===== config.mk =====
export PLATFORM = sky130hd
export DESIGN_NAME = router_out_drain
export DESIGN_NICKNAME = d
export VERILOG_FILES = /design/src/rtl/router_pkg.sv /design/src/rtl/router_skid_buf.sv /design/src/rtl/router_out_drain.sv
export SDC_FILE = /design/constraint.sdc
export NUM_CORES = 1
export LEC_CHECK = 0
export CORE_ASPECT_RATIO = 1.4
export CORE_MARGIN = 3
export CORE_UTILIZATION = 57
export DETAILED_ROUTE_END_ITERATION = 10
export DONT_BUFFER_PORTS = 1
export GPL_ROUTABILITY_DRIVEN = 1
export PLACE_DENSITY_LB_ADDON = 0.08
export SYNTH_ARGS = -nofsm -noshare
export SYNTH_HDL_FRONTEND = slang
export SYNTH_SLANG_ARGS = --single-unit

===== constraint.sdc =====
create_clock -name clock -period 2.01 [get_ports clock]
set_input_delay 0.603 -clock clock [delete_from_list [all_inputs] [get_ports clock]]
set_output_delay 0.603 -clock clock [all_outputs]
set_load 0.05 [all_outputs]

===== src/rtl/router_pkg.sv =====
// Shared types and header-field helpers for the router output path.
package router_pkg;

  localparam int unsigned DATA_W = 8;
  localparam int unsigned LEN_W  = 6;
  localparam int unsigned ADDR_W = 2;

  typedef enum logic [1:0] {
    S_IDLE,
    S_HDR_WAIT,
    S_BODY,
    S_DRAIN
  } drain_state_t;

  typedef struct packed {
    logic [DATA_W-1:0] data;
    logic              sop;
    logic              eop;
    logic              parity_err;
  } beat_t;

  function automatic logic [LEN_W-1:0] hdr_len(input logic [DATA_W-1:0] hdr);
    return hdr[DATA_W-1:ADDR_W];
  endfunction

  function automatic logic [ADDR_W-1:0] hdr_addr(input logic [DATA_W-1:0] hdr);
    return hdr[ADDR_W-1:0];
  endfunction

endpackage


===== src/rtl/router_skid_buf.sv =====
// Two-entry valid/ready output buffer with flush and occupancy report.
module router_skid_buf
  import router_pkg::*;
(
  input  logic       clock,
  input  logic       reset,
  input  logic       flush,
  input  logic       push,
  input  beat_t      push_beat,
  input  logic       pop_ready,
  output logic       out_valid,
  output beat_t      out_beat,
  output logic [1:0] occupancy
);

  beat_t      head;
  beat_t      tail;
  logic [1:0] count;
  logic       pop;
  logic       push_ok;

  assign pop       = pop_ready && (count != 2'd0);
  assign push_ok   = push && ((count != 2'd2) || pop);
  assign out_valid = (count != 2'd0);
  assign out_beat  = head;
  assign occupancy = count;

  always_ff @(posedge clock) begin
    if (reset || flush) begin
      head  <= '0;
      tail  <= '0;
      count <= '0;
    end else begin
      case ({push_ok, pop})
        2'b10: begin
          if (count == 2'd0) head <= push_beat;
          else               tail <= push_beat;
          count <= count + 2'd1;
        end
        2'b01: begin
          head  <= tail;
          count <= count - 2'd1;
        end
        2'b11: begin
          if (count == 2'd1) begin
            head <= push_beat;
          end else begin
            head <= tail;
            tail <= push_beat;
          end
        end
        default: ;
      endcase
    end
  end

endmodule


===== src/rtl/router_out_drain.sv =====
// Drains whole packets from an output-port FIFO onto a valid/ready link,
// checking XOR parity and abandoning the packet on a destination timeout.
module router_out_drain
  import router_pkg::*;
#(
  parameter int unsigned TIMEOUT = 30
) (
  input  logic              clock,
  input  logic              reset,
  input  logic              fifo_empty,
  input  logic [DATA_W-1:0] fifo_data,
  output logic              fifo_rd_en,
  output logic              fifo_soft_reset,
  input  logic              ready_in,
  output logic              valid_out,
  output logic [DATA_W-1:0] data_out,
  output logic              sop,
  output logic              eop,
  output logic              parity_err
);

  localparam int unsigned CNT_W = $clog2(TIMEOUT + 1);

  drain_state_t      state;
  drain_state_t      state_next;
  logic [LEN_W:0]    remaining;
  logic              inflight;
  logic              inflight_last;
  logic [DATA_W-1:0] acc;
  logic [CNT_W-1:0]  stall_cnt;

  logic [1:0]        occ;
  logic [2:0]        used;
  logic              pop;
  logic              timeout;
  logic              credit_ok;
  logic              push;
  beat_t             push_beat;
  beat_t             head;

  assign pop     = valid_out && ready_in;
  assign timeout = (stall_cnt == CNT_W'(TIMEOUT)) && !ready_in;
  assign used    = 3'(occ) + 3'(inflight);
  // A beat leaving this cycle frees a slot in time for a read issued now,
  // which is what lets the path run at one byte per cycle.
  assign credit_ok       = pop ? (used < 3'd3) : (used < 3'd2);
  assign fifo_soft_reset = timeout;

  always_comb begin
    state_next = state;
    fifo_rd_en = 1'b0;
    push       = 1'b0;
    push_beat  = '0;
    case (state)
      S_IDLE: begin
        fifo_rd_en = !fifo_empty;
        if (!fifo_empty) state_next = S_HDR_WAIT;
      end
      S_HDR_WAIT: begin
        push           = 1'b1;
        push_beat.data = fifo_data;
        push_beat.sop  = 1'b1;
        state_next     = S_BODY;
      end
      S_BODY: begin
        fifo_rd_en           = (remaining != '0) && !fifo_empty && credit_ok;
        push                 = inflight;
        push_beat.data       = fifo_data;
        push_beat.eop        = inflight_last;
        push_beat.parity_err = inflight_last && (fifo_data != acc);
        if ((remaining == '0) && !inflight) state_next = S_DRAIN;
      end
      S_DRAIN: begin
        if ((occ == 2'd0) || (pop && (occ == 2'd1))) state_next = S_IDLE;
      end
      default: state_next = S_IDLE;
    endcase
    if (timeout) fifo_rd_en = 1'b0;
  end

  always_ff @(posedge clock) begin
    if (reset || timeout) begin
      state         <= S_IDLE;
      remaining     <= '0;
      inflight      <= 1'b0;
      inflight_last <= 1'b0;
      acc           <= '0;
      stall_cnt     <= '0;
    end else begin
      state         <= state_next;
      inflight      <= fifo_rd_en && (state == S_BODY);
      inflight_last <= fifo_rd_en && (state == S_BODY) && (remaining == (LEN_W+1)'(1));
      stall_cnt     <= (valid_out && !ready_in) ? stall_cnt + CNT_W'(1) : '0;
      if (state == S_HDR_WAIT) begin
        remaining <= (LEN_W+1)'(hdr_len(fifo_data)) + (LEN_W+1)'(1);
        acc       <= fifo_data;
      end else if (state == S_BODY) begin
        if (fifo_rd_en) remaining <= remaining - (LEN_W+1)'(1);
        if (inflight && !inflight_last) acc <= acc ^ fifo_data;
      end
    end
  end

  router_skid_buf u_buf (
    .clock     (clock),
    .reset     (reset),
    .flush     (timeout),
    .push      (push),
    .push_beat (push_beat),
    .pop_ready (ready_in),
    .out_valid (valid_out),
    .out_beat  (head),
    .occupancy (occ)
  );

  assign data_out   = head.data;
  assign sop        = head.sop;
  assign eop        = head.eop;
  assign parity_err = head.parity_err;

endmodule


### Word level (Yosys, flattened, before mapping)

Cells that the tools add are included.

| cells by class | value |
|---|---|
| equality and inequality tests | 17 |
| reduce and logical (&&, ||, !) cells | 37 |
| bitwise gates (word level) | 2 |
| $lt $le $gt $ge | 2 |
| $add $sub $neg | 6 |
| mux-type cells | 24 |

Operator list:

| kind | count |
|---|---|
| two-way mux 11 bit | 4 |
| one-hot mux 11 bit (3 select lines) | 1 |
| two-way mux 8 bit | 4 |
| one-hot mux 11 bit (2 select lines) | 1 |
| two-way mux 7 bit | 3 |
| != test 2 bit, second input constant | 7 |
| logical AND 1 bit | 12 |
| nonzero test 2 bit | 6 |
| == test 2 bit, second input constant | 4 |
| two-way mux 2 bit | 4 |
| != test 8 bit | 1 |
| one-hot mux 2 bit (4 select lines) | 1 |
| bitwise XOR 8 bit | 1 |
| adder 6 x 1 -> 7 bit, second input constant | 1 |
| == test 7 x 1 -> 1 bit, second input constant | 1 |
| logical NOT 7 bit | 1 |
| nonzero test 7 bit | 1 |
| subtractor 7 x 1 -> 7 bit, second input constant | 1 |
| == test 2 x 1 -> 1 bit, second input constant | 3 |
| less-than comparator 3 x 2 -> 1 bit, second input constant | 2 |
| AND reduction 2 bit | 3 |
| AND reduction 3 bit | 2 |
| adder 5 x 1 -> 5 bit, second input constant | 1 |
| == test 5 bit, second input constant | 1 |
| 12 further kinds | 22 |

| storage, ports and cells | value |
|---|---|
| input port bits | 12 |
| output and inout bits | 14 |
| logic and storage cells | 103 |
| register bits | 48 |

### Logic depth before layout (Yosys ltp)

Gate-level depths: netlist of run 1.

| logic depth | value |
|---|---|
| depth in word-level cells | 9 |
| mapped depth | 9 |
| mapped depth without buffers | 8 |

### Cells and area by module

Synthesis of run 1 repeated with hierarchy kept, for this count alone.

| unflattened totals | value |
|---|---|
| cells, all modules | 338 |
| area, all modules | 2798.9 sq um |

By module, submodules not included:

| module | cells each | area each (sq um) | sequential area each (sq um) | times used |
|---|---|---|---|---|
| router_out_drain | 229 | 1727.9 | 480.5 | 1 |
| router_skid_buf | 109 | 1071.0 | 480.5 | 1 |

### Least setup slack after synthesis of run 1

Ideal clock, no wire load.

| timing path | value |
|---|---|
| path kind | register to output |
| start point | register u_buf.count[1], in the netlist u_buf.occupancy[1] |
| end point | output fifo_rd_en |
| required time | 1.407 ns |
| setup slack | -0.890 ns |
| arrival time | 2.297 ns |
| cell stages (with the launch flop) | 7 |
| cells stage by stage | dfxtp_1 > inv_1 > ha_1 > nor2b_1 > nand4b_1 > a21o_1 > nor3_1 |

| on the way | value |
|---|---|
| word-level cells in the longest chain between the ends | 6 |
| elaborated cells on any way between the ends | 9 |
| classes of those cells | add/sub (1); order compare (2); mux (3); reduce/logical (3) |

RTL lines:

| element | RTL line | text |
|---|---|---|
| from (decl) | router_skid_buf.sv:18 | `logic [1:0] count;` |
| from (signal assigned) | router_skid_buf.sv:38 | `count <= count + 2'd1;` |
| from (signal assigned) | router_skid_buf.sv:42 | `count <= count - 2'd1;` |
| adder 2 x 1 -> 3 bit or nonzero test 2 bit (tied branches) | router_out_drain.sv:43, router_skid_buf.sv:24 |  |
| less-than comparator 3 x 2 -> 1 bit or logical AND 1 bit (tied branches) | router_out_drain.sv:46, router_out_drain.sv:41 |  |
| two-way mux 1 bit * | router_out_drain.sv:46 | `assign credit_ok = pop ? (used < 3'd3) : (used < 3'd2);` |
| logical AND 1 bit * | router_out_drain.sv:66 | `fifo_rd_en = (remaining != '0) && !fifo_empty && credit_ok;` |
| one-hot mux 1 bit (2 select lines) * | router_out_drain.sv:54 | `case (state)` |
| two-way mux 1 bit * | router_out_drain.sv:78 | `if (timeout) fifo_rd_en = 1'b0;` |
| to (decl) | router_out_drain.sv:12 | `output logic fifo_rd_en,` |

Every way passes the cells marked *; elsewhere a longest branch is shown, timed or not.

### Worst setup path in the final report of run 1

| timing path | value |
|---|---|
| start point | register inflight |
| end point | output fifo_rd_en |

| on the way | value |
|---|---|
| word-level cells in the longest chain between the ends | 6 |
| elaborated cells on any way between the ends | 7 |
| classes of those cells | add/sub (1); order compare (2); mux (3); reduce/logical (1) |

RTL lines:

| element | RTL line | text |
|---|---|---|
| from (decl) | router_out_drain.sv:27 | `logic inflight;` |
| from (signal assigned) | router_out_drain.sv:91 | `inflight <= fifo_rd_en && (state == S_BODY);` |
| adder 2 x 1 -> 3 bit * | router_out_drain.sv:43 | `assign used = 3'(occ) + 3'(inflight);` |
| less-than comparator 3 x 2 -> 1 bit | router_out_drain.sv:46 |  |
| two-way mux 1 bit * | router_out_drain.sv:46 |  |
| logical AND 1 bit * | router_out_drain.sv:66 |  |
| one-hot mux 1 bit (2 select lines) * | router_out_drain.sv:54 |  |
| two-way mux 1 bit * | router_out_drain.sv:78 |  |

Marks and branches as above.

==> impl_metrics.ini, run 1 <==
[detailed_routing]
drtPass1Iterations = 4
drc = 0
vias = 2464
initialDrtViolationCount = 85
vias_per_cell = 5.55
wl_per_cell_um = 14.5
postRouteAntennaNets = 0
drt_wl_total_um = 6420

[status]
status = finished with violations
failed_checks = setup timing

[finish]
design_area_um2 = 3250
stdcell_count = 444
seqCellArea_um2 = 966
antenna_cells = 0
nets = 409
area_delta_synth_final_pct = 19.7
multi_input_area_um2 = 1710
final_layout_size_suffix_gt1_share_pct = 19.4
fillers = 402

[placed_design]
postPlaceCellArea_um2 = 3030
place_hpwl_um = 4670
gp_congestion = 0.834
dp.cells = 432
io_buffers = 0

[grt]
antenna_found_initial = 0
grt_pass1_wl_um = 10600
grtUsageMet2_pct = 46.5
grt_pass1_vias = 2353
grt-ovfl-total = 0
grt_util_all_layers_pct = 23.9
grt-busiest-layer = met2
grt_start_max_net_pins = 34
use_met1_pct = 24.8
grt_util_met3_pct = 5.39

[timing]
setup_ws_ns = -0.425
worstMarginPinSlew_ns = 0.509
skew_ns = 0.00561
report.final.hold_viol_count = 0
max-slew-margin-rel_pct = 66.0
fin_setup_tns_ns = -0.425
grt_setup_unrepaired = true
finalMaxSlewViolations = 0
fin_crit_sh_pct = 121
holdWs_ns = 0.427
fin_crit_ns = 2.44
clock.fmax_mhz = 411
setup_viol = 1

[min_path]
hold_class = input port to flop

[yosys]
syn_avg_cell_area_um2 = 7.54
syn-num-nets = 388
ys_ff_latch = 48
synth_top_area_share_pct = 35.4
netlist_instances = 360
synth_edf_count = 0
seq_area_frac_synth_pct = 35.4
yosysTopAreaCell = dfxtp_1
ys.flop_type = dfxtp_1
yosys.cell_types.count = 42
synth.area.top_cells = dfxtp_1 35%, a21oi_1 8.7%, ha_1 7.4%
yosys_warnings = 0
syn_area_um2 = 2720
async_flop_share_pct = 0

[die]
fp-row-count = 29
io_pins = 26
start_util_pct = 59.4
dieArea_um2 = 5640
die-height_um = 87.7
die_w_um = 64.3
coreArea_um2 = 4570

[clock_network]
clock_latency_ns = 0.30
cts-root-buf = clkbuf_8
cts.sinks = 48
cts_tree = done
cts_buffers = 5
ctsHtreeMaxLevel = 2
clkSlewWorstSetupHoldPaths_ns = 0.09
cts.hold.buffers_added = 0
clockBufferDepth = 2

[flow_run]
drv_cap = 0

[power]
power_density_nw_per_um2 = 1570
finalPower_uw = 5110
total_leakage_power_uw = 0.00134
max-vdd-ir-drop_mv = 1.12

[worst_setup_path]
crit_top_cell = ha_4
cp_max_fo = 2
crit_type = flop to output port
start_kind = flop
crit_arrival_ns = 1.83
slowest_delay_ns = 0.37
cp_slowest_cell = dfxtp_2
cp_cell_sequence = ha_4, inv_2, ha_4, nand2_1, nand4b_1, a21o_1, nor3_4, buf_12
crit_path_end_kind = output port
worstPathRequired_ns = 1.41
-- where the power goes --
part / switching [uW] / internal [uW] / leakage (uW)
logic: 1540 / 1200 / 0.000884
clock network: 324 / 407 / 0.0000614
registers: 468 / 1180 / 0.000392
total: 2330 / 2790 / 0.00134
-- repair_timing --
| item | 4_1_cts | 5_1_grt |
|---|---|---|
| endpoints found under the hold margin | 0 | 0 |
| gates cloned | 0 | 2 |
| resized for setup | 4 | 17 |
| buffers inserted | 1 | 1 |
| pin swaps | 5 | 2 |
| setup endpoints to repair | 2 | 25 |
-- metrics by stage --
stage                     worst slack (ns)  utilization, %
after floorplan                     -0.228               -
after global placement              -0.172            66.3
after detailed placement            -0.223            66.3
after CTS                           -0.450            69.6
after global routing                -0.529            71.1
final                               -0.425            71.1
-- final timing paths --
check                                     to  cells past startpoint  slack (ns)         start
worst max register to register  remaining[5]                     11        0.04      inflight
worst min-delay path                  acc[4]                      2        0.43  fifo_data[4]
worst max-delay path              fifo_rd_en                      8       -0.43      inflight
worst min register to register  stall_cnt[0]                      1        0.43  stall_cnt[0]
-- per-layer routing --
layer,up-vias,wire length [um]
met5,-,0
met4,0,135
met3,10,191
met2,30,3450
met1,1155,2650
li1,1269,-
-- cells in the final DEF, fill, tap and decap left out, drive strengths merged, types with 3 or more instances in the layout --
master	synthesis	layout
clkbuf	25	7
inv	13	12
nand2	45	45
mux2i	7	7
nor3	4	4
a211oi	3	3
a21oi	47	47
dfxtp	48	48
xnor2	6	6
o21ai	34	34
nor4	5	5
xor2	15	15
a21o	3	3
buf	1	39
nand3	5	5
o211ai	5	5
nor2	52	52
ha	16	16
-- logic make-up (layout without fill, tap and decap cells) --
group / count (synthesis) / after routing / synth area share [%]
mux: 7 / 7 / 2.58
flops: 48 / 48 / 35.4
simple gates: 126 / 126 / 20.8
buf+inv: 39 / 61 / 5.67
compound gates: 103 / 103 / 21.4
fa+ha+maj: 16 / 16 / 7.37
xor+xnor: 21 / 21 / 6.77
-- flip-flops by register name, summed over array words and instances (netlist names) --
| signal | count |
|---|---|
| u_buf.tail | 11 |
| remaining | 7 |
| stall_cnt | 5 |
| u_buf.out_beat | 11 |
| state | 2 |
| inflight | 1 |
| inflight_last | 1 |
| u_buf.occupancy | 2 |
| acc | 8 |
-- cell type report --
class                           instances  area share, %
Inverter                               13           1.62
Sequential cell                        48           29.7
Tap cell                               62           2.39
Clock inverter                          2           1.19
Timing Repair Buffer                   40           10.0
Clock buffer                            6           2.54
Multi-Input combinational cell        273           52.5
-- Yosys cell counts (2+ instances only) --
cell type and count:
nor2_1 52, dfxtp_1 48, a21oi_1 47, nand2_1 45, o21ai_0 33, clkbuf_1 25
ha_1 16, xor2_1 15, inv_1 13, mux2i_1 7, xnor2_1 6, nand3_1 5
o211ai_1 5, nor3_1 4, nor4_1 4, a211oi_1 3, a21o_1 3, a31oi_1 2
and3_1 2, nor2b_1 2, o22ai_1 2
-- worst max-delay path: cells and delay by family, from the launching register on --
family / cells / cell delay [ns]
adders and majority gates: 2 / 0.36
buffers and inverters: 2 / 0.21
DFF: 1 / 0.37
AOI/OAI and AO/OA: 1 / 0.23
and+or+nand+nor: 3 / 0.36
Power figures use the tool's default switching activity.
==> run 2, diff against run 1 <==
--- a/config.mk
+++ b/config.mk
@@ -7,11 +7,12 @@
 export LEC_CHECK = 0
 export CORE_ASPECT_RATIO = 1.4
 export CORE_MARGIN = 3
-export CORE_UTILIZATION = 57
+export CORE_UTILIZATION = 45
 export DETAILED_ROUTE_END_ITERATION = 10
 export DONT_BUFFER_PORTS = 1
 export GPL_ROUTABILITY_DRIVEN = 1
 export PLACE_DENSITY_LB_ADDON = 0.08
+export SLEW_MARGIN = 5
 export SYNTH_ARGS = -nofsm -noshare
 export SYNTH_HDL_FRONTEND = slang
 export SYNTH_SLANG_ARGS = --single-unit
==> impl_metrics.ini, run 2 (synthesis results as in run 1) <==
[die]
fp-row-count = 32
dieArea_um2 = 7010
coreArea_um2 = 5690
io_pins = 26
start_util_pct = 47.8
die_w_um = 71.7
die-height_um = 97.9

[status]
failed_checks = setup timing
status = finished with violations

[grt]
antenna_found_initial = 0
grt_pass1_wl_um = 10600
grt_start_max_net_pins = 34
grt_util_all_layers_pct = 18.6
grt_pass1_vias = 2236
grt-ovfl-total = 0

[min_path]
holdPathEnd = acc[0]
hold_depth = 2
hold_class = input port to flop
min_from = fifo_data[0]

[clock_network]
cts_buffers = 5
cts_tree = done
cts-root-buf = clkbuf_8
clockBufferDepth = 2
cts.sinks = 48
cts.hold.buffers_added = 0
clkSlewWorstSetupHoldPaths_ns = 0.10
ctsHtreeMaxLevel = 2
clock_latency_ns = 0.31

[worst_setup_path]
reg2reg_depth = 6
crit_type = flop to output port
worstPathRequired_ns = 1.41
r2r-start = remaining[0]
crit_path_end_kind = output port
rr_endpoint = state[0]
cp_max_fo = 3
start_kind = flop
rrSetupSlack_ns = 0
crit_arrival_ns = 1.82

[timing]
skew_ns = 0.00977
max-slew-margin-rel_pct = 64.9
finalMaxSlewViolations = 0
worstMarginPinSlew_ns = 0.526
setup_ws_ns = -0.411
fin_setup_tns_ns = -0.418
fin_crit_ns = 2.42
holdWs_ns = 0.420
setup_viol = 3
report.final.hold_viol_count = 0
grt_setup_unrepaired = true
fin_crit_sh_pct = 120
clock.fmax_mhz = 413

[finish]
final_core_util_pct = 58.6
final_cell_mix = 52 x nor2_1, 45 x nand2_1, 43 x a21oi_1, 43 x dfxtp_1, 33 x o21ai_0
final_layout_size_suffix_gt1_share_pct = 19.3
design_area_um2 = 3330
area_delta_synth_final_pct = 22.7
nets = 406
antenna_cells = 0
layout.cells.most_common = nor2_1

[detailed_routing]
vias = 2430
vias_per_cell = 5.44
wl_per_cell_um = 14.8
initialDrtViolationCount = 96
postRouteAntennaNets = 0
drtPass1Iterations = 4
drc = 0
drt_wl_total_um = 6600

[power]
total_leakage_power_uw = 0.00135
power_density_nw_per_um2 = 1600
max-vdd-ir-drop_mv = 0.832

[placed_design]
gp_congestion = 0.799
dpl_worst_slack_ns = -0.174
postPlaceCellArea_um2 = 3070
place_hpwl_um = 4680
io_buffers = 0

[flow_run]
drv_cap = 0
## run 2: critical path: stages, from the launching register on
cell and delay, ns:
dfxtp_4 0.38, ha_4 0.13, inv_1 0.04, ha_1 0.26, nand2_1 0.06, nand4b_1 0.13, a21o_1 0.21, nor3_4 0.15
buf_12 0.16
## run 2: final cells by class
type | instances | area, um2
tap | 68 | 85.1
clock inverter | 3 | 68.8
clock buffer | 5 | 68.8
multi-input combinational | 273 | 1730
inverter | 13 | 52.6
fill | 550 | 2350
timing repair buffer | 37 | 362
sequential | 48 | 970
## run 2: per-layer routing
metal	part of all wire, %	up-vias	wire length [um]	GRT usage [%]
met5	0	-	0	0
met4	1.2	0	77	5.93
met3	3.3	8	220	3.60
met2	52	41	3440	32.2
met1	43	1117	2860	22.8
li1	-	1264	-	-
## run 2: how the worst max path moves through the flow
| stage | from | end |
|---|---|---|
| finish | u_buf.occupancy[0] | fifo_rd_en |
| global placement | u_buf.occupancy[0] | fifo_rd_en |
| CTS | remaining[0] | fifo_rd_en |
| detailed placement | u_buf.occupancy[0] | fifo_rd_en |
| floorplan | inflight | fifo_rd_en |
| global route | remaining[0] | fifo_rd_en |
## run 2: what timing repair did
item,in CTS,in global routing
gates resized for setup,3,17
buffers inserted,1,1
pin swaps,2,2
setup endpoints to repair,5,25
cloned,0,1
## run 2: per-stage QoR
stage / total power [uW] / cells
after CTS: 5170 / 445
after global routing: 5740 / 447
final: 5350 / 447
after global placement: 4200 / 436
after floorplan: 3380 / 360
after detailed placement: 4230 / 436
## run 2: power by group
group	total (uW)	leakage, uW	internal (uW)	switching [uW]
Sequential	1660	0.000393	1180	480
Combinational	2830	0.000893	1290	1550
Clock	854	0.0000687	501	353
==> run 3, diff against run 2 <==
--- a/config.mk
+++ b/config.mk
@@ -7,9 +7,8 @@
 export LEC_CHECK = 0
 export CORE_ASPECT_RATIO = 1.4
 export CORE_MARGIN = 3
-export CORE_UTILIZATION = 45
+export CORE_UTILIZATION = 25
 export DETAILED_ROUTE_END_ITERATION = 10
-export DONT_BUFFER_PORTS = 1
 export GPL_ROUTABILITY_DRIVEN = 1
 export PLACE_DENSITY_LB_ADDON = 0.08
 export SLEW_MARGIN = 5
==> impl_metrics.ini, run 3 (synthesis results as in run 1) <==
[worst_setup_path]
crit_type = flop to output port
slowest_delay_ns = 0.49
crit_arrival_ns = 1.88
start_kind = flop
cp_slowest_cell = or4b_4
crit_path_end_kind = output port
cp_cell_sequence = inv_1, ha_1, or4b_4, nor4_4, a21o_1, nor3_4, buf_12
cp_num_buf_inv = 2
cp_max_fo = 2
worstPathRequired_ns = 1.41
crit_family = simple AND/OR/NAND/NOR gates

[detailed_routing]
postRouteAntennaNets = 0
drtPass1Iterations = 5
drt_wl_total_um = 7440
vias_per_cell = 4.64
initialDrtViolationCount = 88
wl_per_cell_um = 13.3
vias = 2591
drc = 0

[grt]
antenna_found_initial = 0
grt-ovfl-total = 0
grt_pass1_vias = 2488
grt_util_all_layers_pct = 13.2
grt_start_max_net_pins = 34
grt_pass1_wl_um = 12500

[finish]
layout.cells.most_common = buf_4
nets = 448
final_cell_mix = 60 x buf_4, 52 x nor2_1, 45 x nand2_1, 45 x a21oi_1, 44 x dfxtp_1
antenna_cells = 0
design_area_um2 = 3770
final_layout_size_suffix_gt1_share_pct = 23.0
fillers = 1139
stdcell_count = 559
area_delta_synth_final_pct = 38.8

[timing]
worstMarginPinSlew_ns = 0.526
fin_crit_ns = 2.48
clock.fmax_mhz = 403
fin_setup_tns_ns = -0.471
setup_ws_ns = -0.471
setup_viol = 1
report.final.hold_viol_count = 0
max-slew-margin-rel_pct = 64.9
fin_crit_sh_pct = 123
skew_ns = 0.00417
holdWs_ns = 0.434
finalMaxSlewViolations = 0
grt_setup_unrepaired = true

[clock_network]
cts.sinks = 48
clkSlewWorstSetupHoldPaths_ns = 0.07
cts-root-buf = clkbuf_16
ctsHtreeMaxLevel = 2
clockBufferDepth = 2
cts_tree = done
clock_latency_ns = 0.29
cts_buffers = 5

[die]
coreArea_um2 = 10500
die_w_um = 94.1
dieArea_um2 = 12200
io_pins = 26
fp-row-count = 44
start_util_pct = 26.0
die-height_um = 129

[power]
total_leakage_power_uw = 0.00158
finalPower_uw = 5630
power.internal_uw = 3180
seqPwrFrac_pct = 23.5
netSwitchingFraction_pct = 43.6
power_density_nw_per_um2 = 1490
pwr-share-comb_pct = 58.8
max-vdd-ir-drop_mv = 0.541
p_sw_uw = 2450
clockPowerShare_pct = 17.7

[placed_design]
dp.cells = 549
postPlaceCellArea_um2 = 3530
io_buffers = 25
place_hpwl_um = 5620
gp_congestion = 0.795

[min_path]
hold_class = flop to flop

[status]
failed_checks = setup timing
status = finished with violations

[flow_run]
drv_cap = 0
## run 3: changes by cell type in the layout (fill, tap and decap cells not counted), moves of 2 or more
cell             before  now
a21oi_1              43   45
inv_1                 9   11
clkdlybuf4s50_1       0   10
buf_12                5    7
clkbuf_16             1    5
clkbuf_8              5    0
buf_4                30   60
## run 3: worst reg2reg max path, cell delays in order (launching register included)
cell	delay [ns]
dfxtp_2	0.37
ha_4	0.14
inv_1	0.04
ha_1	0.25
nand2_1	0.06
nand4b_1	0.12
a21oi_1	0.45
a211oi_1	0.14
o31a_1	0.32
## run 3: through the flow
step | setup slack [ns] | utilization [%]
after floorplan | -0.228 | -
after global placement | -0.618 | 33.8
after detailed placement | -0.636 | 33.8
after CTS | -0.511 | 35.7
after global routing | -0.616 | 36.0
final | -0.471 | 36.0
## run 3: worst paths after layout
kind	end	slack (ns)	depth (start not counted)	startpoint
hold reg to reg	stall_cnt[0]	0.43	1	stall_cnt[0]
hold / removal	stall_cnt[0]	0.43	1	stall_cnt[0]
setup reg to reg	remaining[0]	0	8	u_buf.occupancy[0]
setup / recovery	fifo_rd_en	-0.47	7	remaining[0]
## run 3: final cells by class
cell class,instances,area [um2],area share (%)
timing repair buffer,79,713,18.9
tap,138,173,4.58
clock buffer,5,125,3.32
multi-input combinational,273,1690,44.9
clock inverter,3,46.3,1.23
inverter,13,48.8,1.30
sequential,48,968,25.7
## run 3: repair_timing
action                     CTS  global route
hold endpoints to repair     0             0
gates resized for setup      9             9
setup buffers                2             0
hold buffers                 0             0
setup endpoints to repair   48            20
pin swaps                    2             0
## run 3: routing by layer
layer | track usage, % | vias to the layer above | wire (um)
met2 | 24.1 | 23 | 4000
met4 | 4.00 | 0 | 93
met1 | 15.3 | 1219 | 3190
li1 | - | 1343 | -
met5 | 0 | - | 0
met3 | 2.50 | 6 | 159
## run 3: power groups by stage
stage	Clock [uW]	Sequential (uW)	Combinational [uW]
final	996	1320	3310
after global routing	1070	1360	3670
after CTS	1030	1330	3320
after detailed placement	0	1340	3230
after global placement	0	1340	3240
after floorplan	0	1660	1720
==> edit, RTL diff (config.mk and constraints of run 3) <==
Register the output `parity_err`; this adds one clock of latency there. The other outputs are not delayed to match.
--- a/src/rtl/router_out_drain.sv
+++ b/src/rtl/router_out_drain.sv
@@ -21,4 +21,6 @@
 
   localparam int unsigned CNT_W = $clog2(TIMEOUT + 1);
+
+  logic parity_err_d;
 
   drain_state_t      state;
@@ -117,5 +119,9 @@
   assign sop        = head.sop;
   assign eop        = head.eop;
-  assign parity_err = head.parity_err;
+  assign parity_err_d = head.parity_err;
+
+  always_ff @(posedge clock) begin
+    parity_err <= parity_err_d;
+  end
 
 endmodule
Behaviour: not the same (Yosys sat finds a counterexample within 10 cycles, from zero or initial values).
==> edit against run 3 <==
- the flow still finishes with violations (setup timing)
- sequential cell count is 1 higher
- fmax rose by 0.17%
- setup slack better by 0.0043 ns
- critical path depth unchanged
- utilization down 1.3 points
- sequential share of layout area up 0.40 points
- final area rose by 0.27%
- power shrank 2.0%
- die area rose by 2.8%
- count of clock-buffer cells in the layout is the same
- wire length is 2.3% higher
- area after synthesis grew 2.9%
- register-to-register slack got worse by 0.02 ns
==> edit: results <==
set metrics [dict create \
    status "finished, violations left" \
    failed_checks "setup timing" \
    grt_pass1_vias 2505 \
    grt_usage_pct 12.9 \
    dp_cells 552 \
    hold_start "u_buf.out_beat[0]" \
    worst_hold_path.endpoint "parity_err" \
    tns_ns -0.490 \
    nNetsFinal 447 \
    setup_viol 2 \
    postSynthAreaPerCell_um2 7.58 \
    peakVddDrop_mv 0.461 \
    yosys-top-cells-count "nor2_1 (52), dfxtp_1 (49), a21oi_1 (47)" \
    vias_per_cell 4.58 \
    drive_gt1_share_pct 22.6 \
    finClkSkew_ns 0.0120 \
    whs_ns 0.358 \
    fin_ws_ns -0.467 \
    first_iter_violations 76 \
    p_leak_nw 1.58 \
    dpl_cell_area_um2 3560 \
    whs_path_depth 0 \
    dp_worst_setup_slack_ns -0.618 \
    grt_pass1_wl_mm 12.6 \
    dp_hpwl_mm 5.69 \
    final_cell_area_um2 3780 \
    synth_area_leaders "dfxtp_1 (35%), a21oi_1 (8.4%), ha_1 (7.2%), nor2_1 (7.0%), nand2_1 (6.0%)" \
]
edit: cell types whose count changed after synthesis:
cell and delta:
dfxtp_1 +1, buf_4 +8
edit: kinds of logic after synthesis:
group | Yosys count | synth area share (%)
multiplexers | 7 | 2.51
AO/OA/AOI/OAI | 103 | 20.8
adder cells (fa/ha/maj) | 16 | 7.16
buffers and inverters | 47 | 7.65
AND/OR/NAND/NOR | 126 | 20.2
flip-flops | 49 | 35.1
XOR/XNOR | 21 | 6.58
edit: repair_timing:
action / in CTS / in global routing
endpoints found under the setup margin: 40 / 15
pin swaps: 3 / 0
hold endpoints to repair: 0 / 0
hold buffers: 0 / 0
buffers inserted: 1 / 0
gates resized for setup: 9 / 11
edit: area by class of cell:
class / instances / area share, %
clock buffer: 5 / 3.31
clock inverter: 3 / 0.762
tap: 141 / 4.67
timing repair buffer: 77 / 19.1
sequential: 49 / 26.1
inverter: 13 / 1.29
multi-input combinational: 273 / 44.7
edit: worst max-delay path: stages, from the launching register on:
cell and delay (ns):
dfxtp_2 0.33, inv_2 0.05, ha_1 0.13, or4b_4 0.49, nor4_4 0.19, a21o_1 0.19, nor3_4 0.06, buf_12 0.15
edit: routing by layer:
metal | part of all wire (%) | routed length (um) | track usage, %
met1 | 42 | 3240 | 15.6
met2 | 53 | 4030 | 22.6
met3 | 2.7 | 207 | 2.58
met4 | 1.9 | 145 | 4.09
met5 | 0 | 0 | 0
edit: report_power, final:
part | total (mW) | internal (mW) | switching [mW]
combinational | 3.26 | 1.33 | 1.92
clock | 0.906 | 0.481 | 0.425
sequential | 1.35 | 1.21 | 0.145
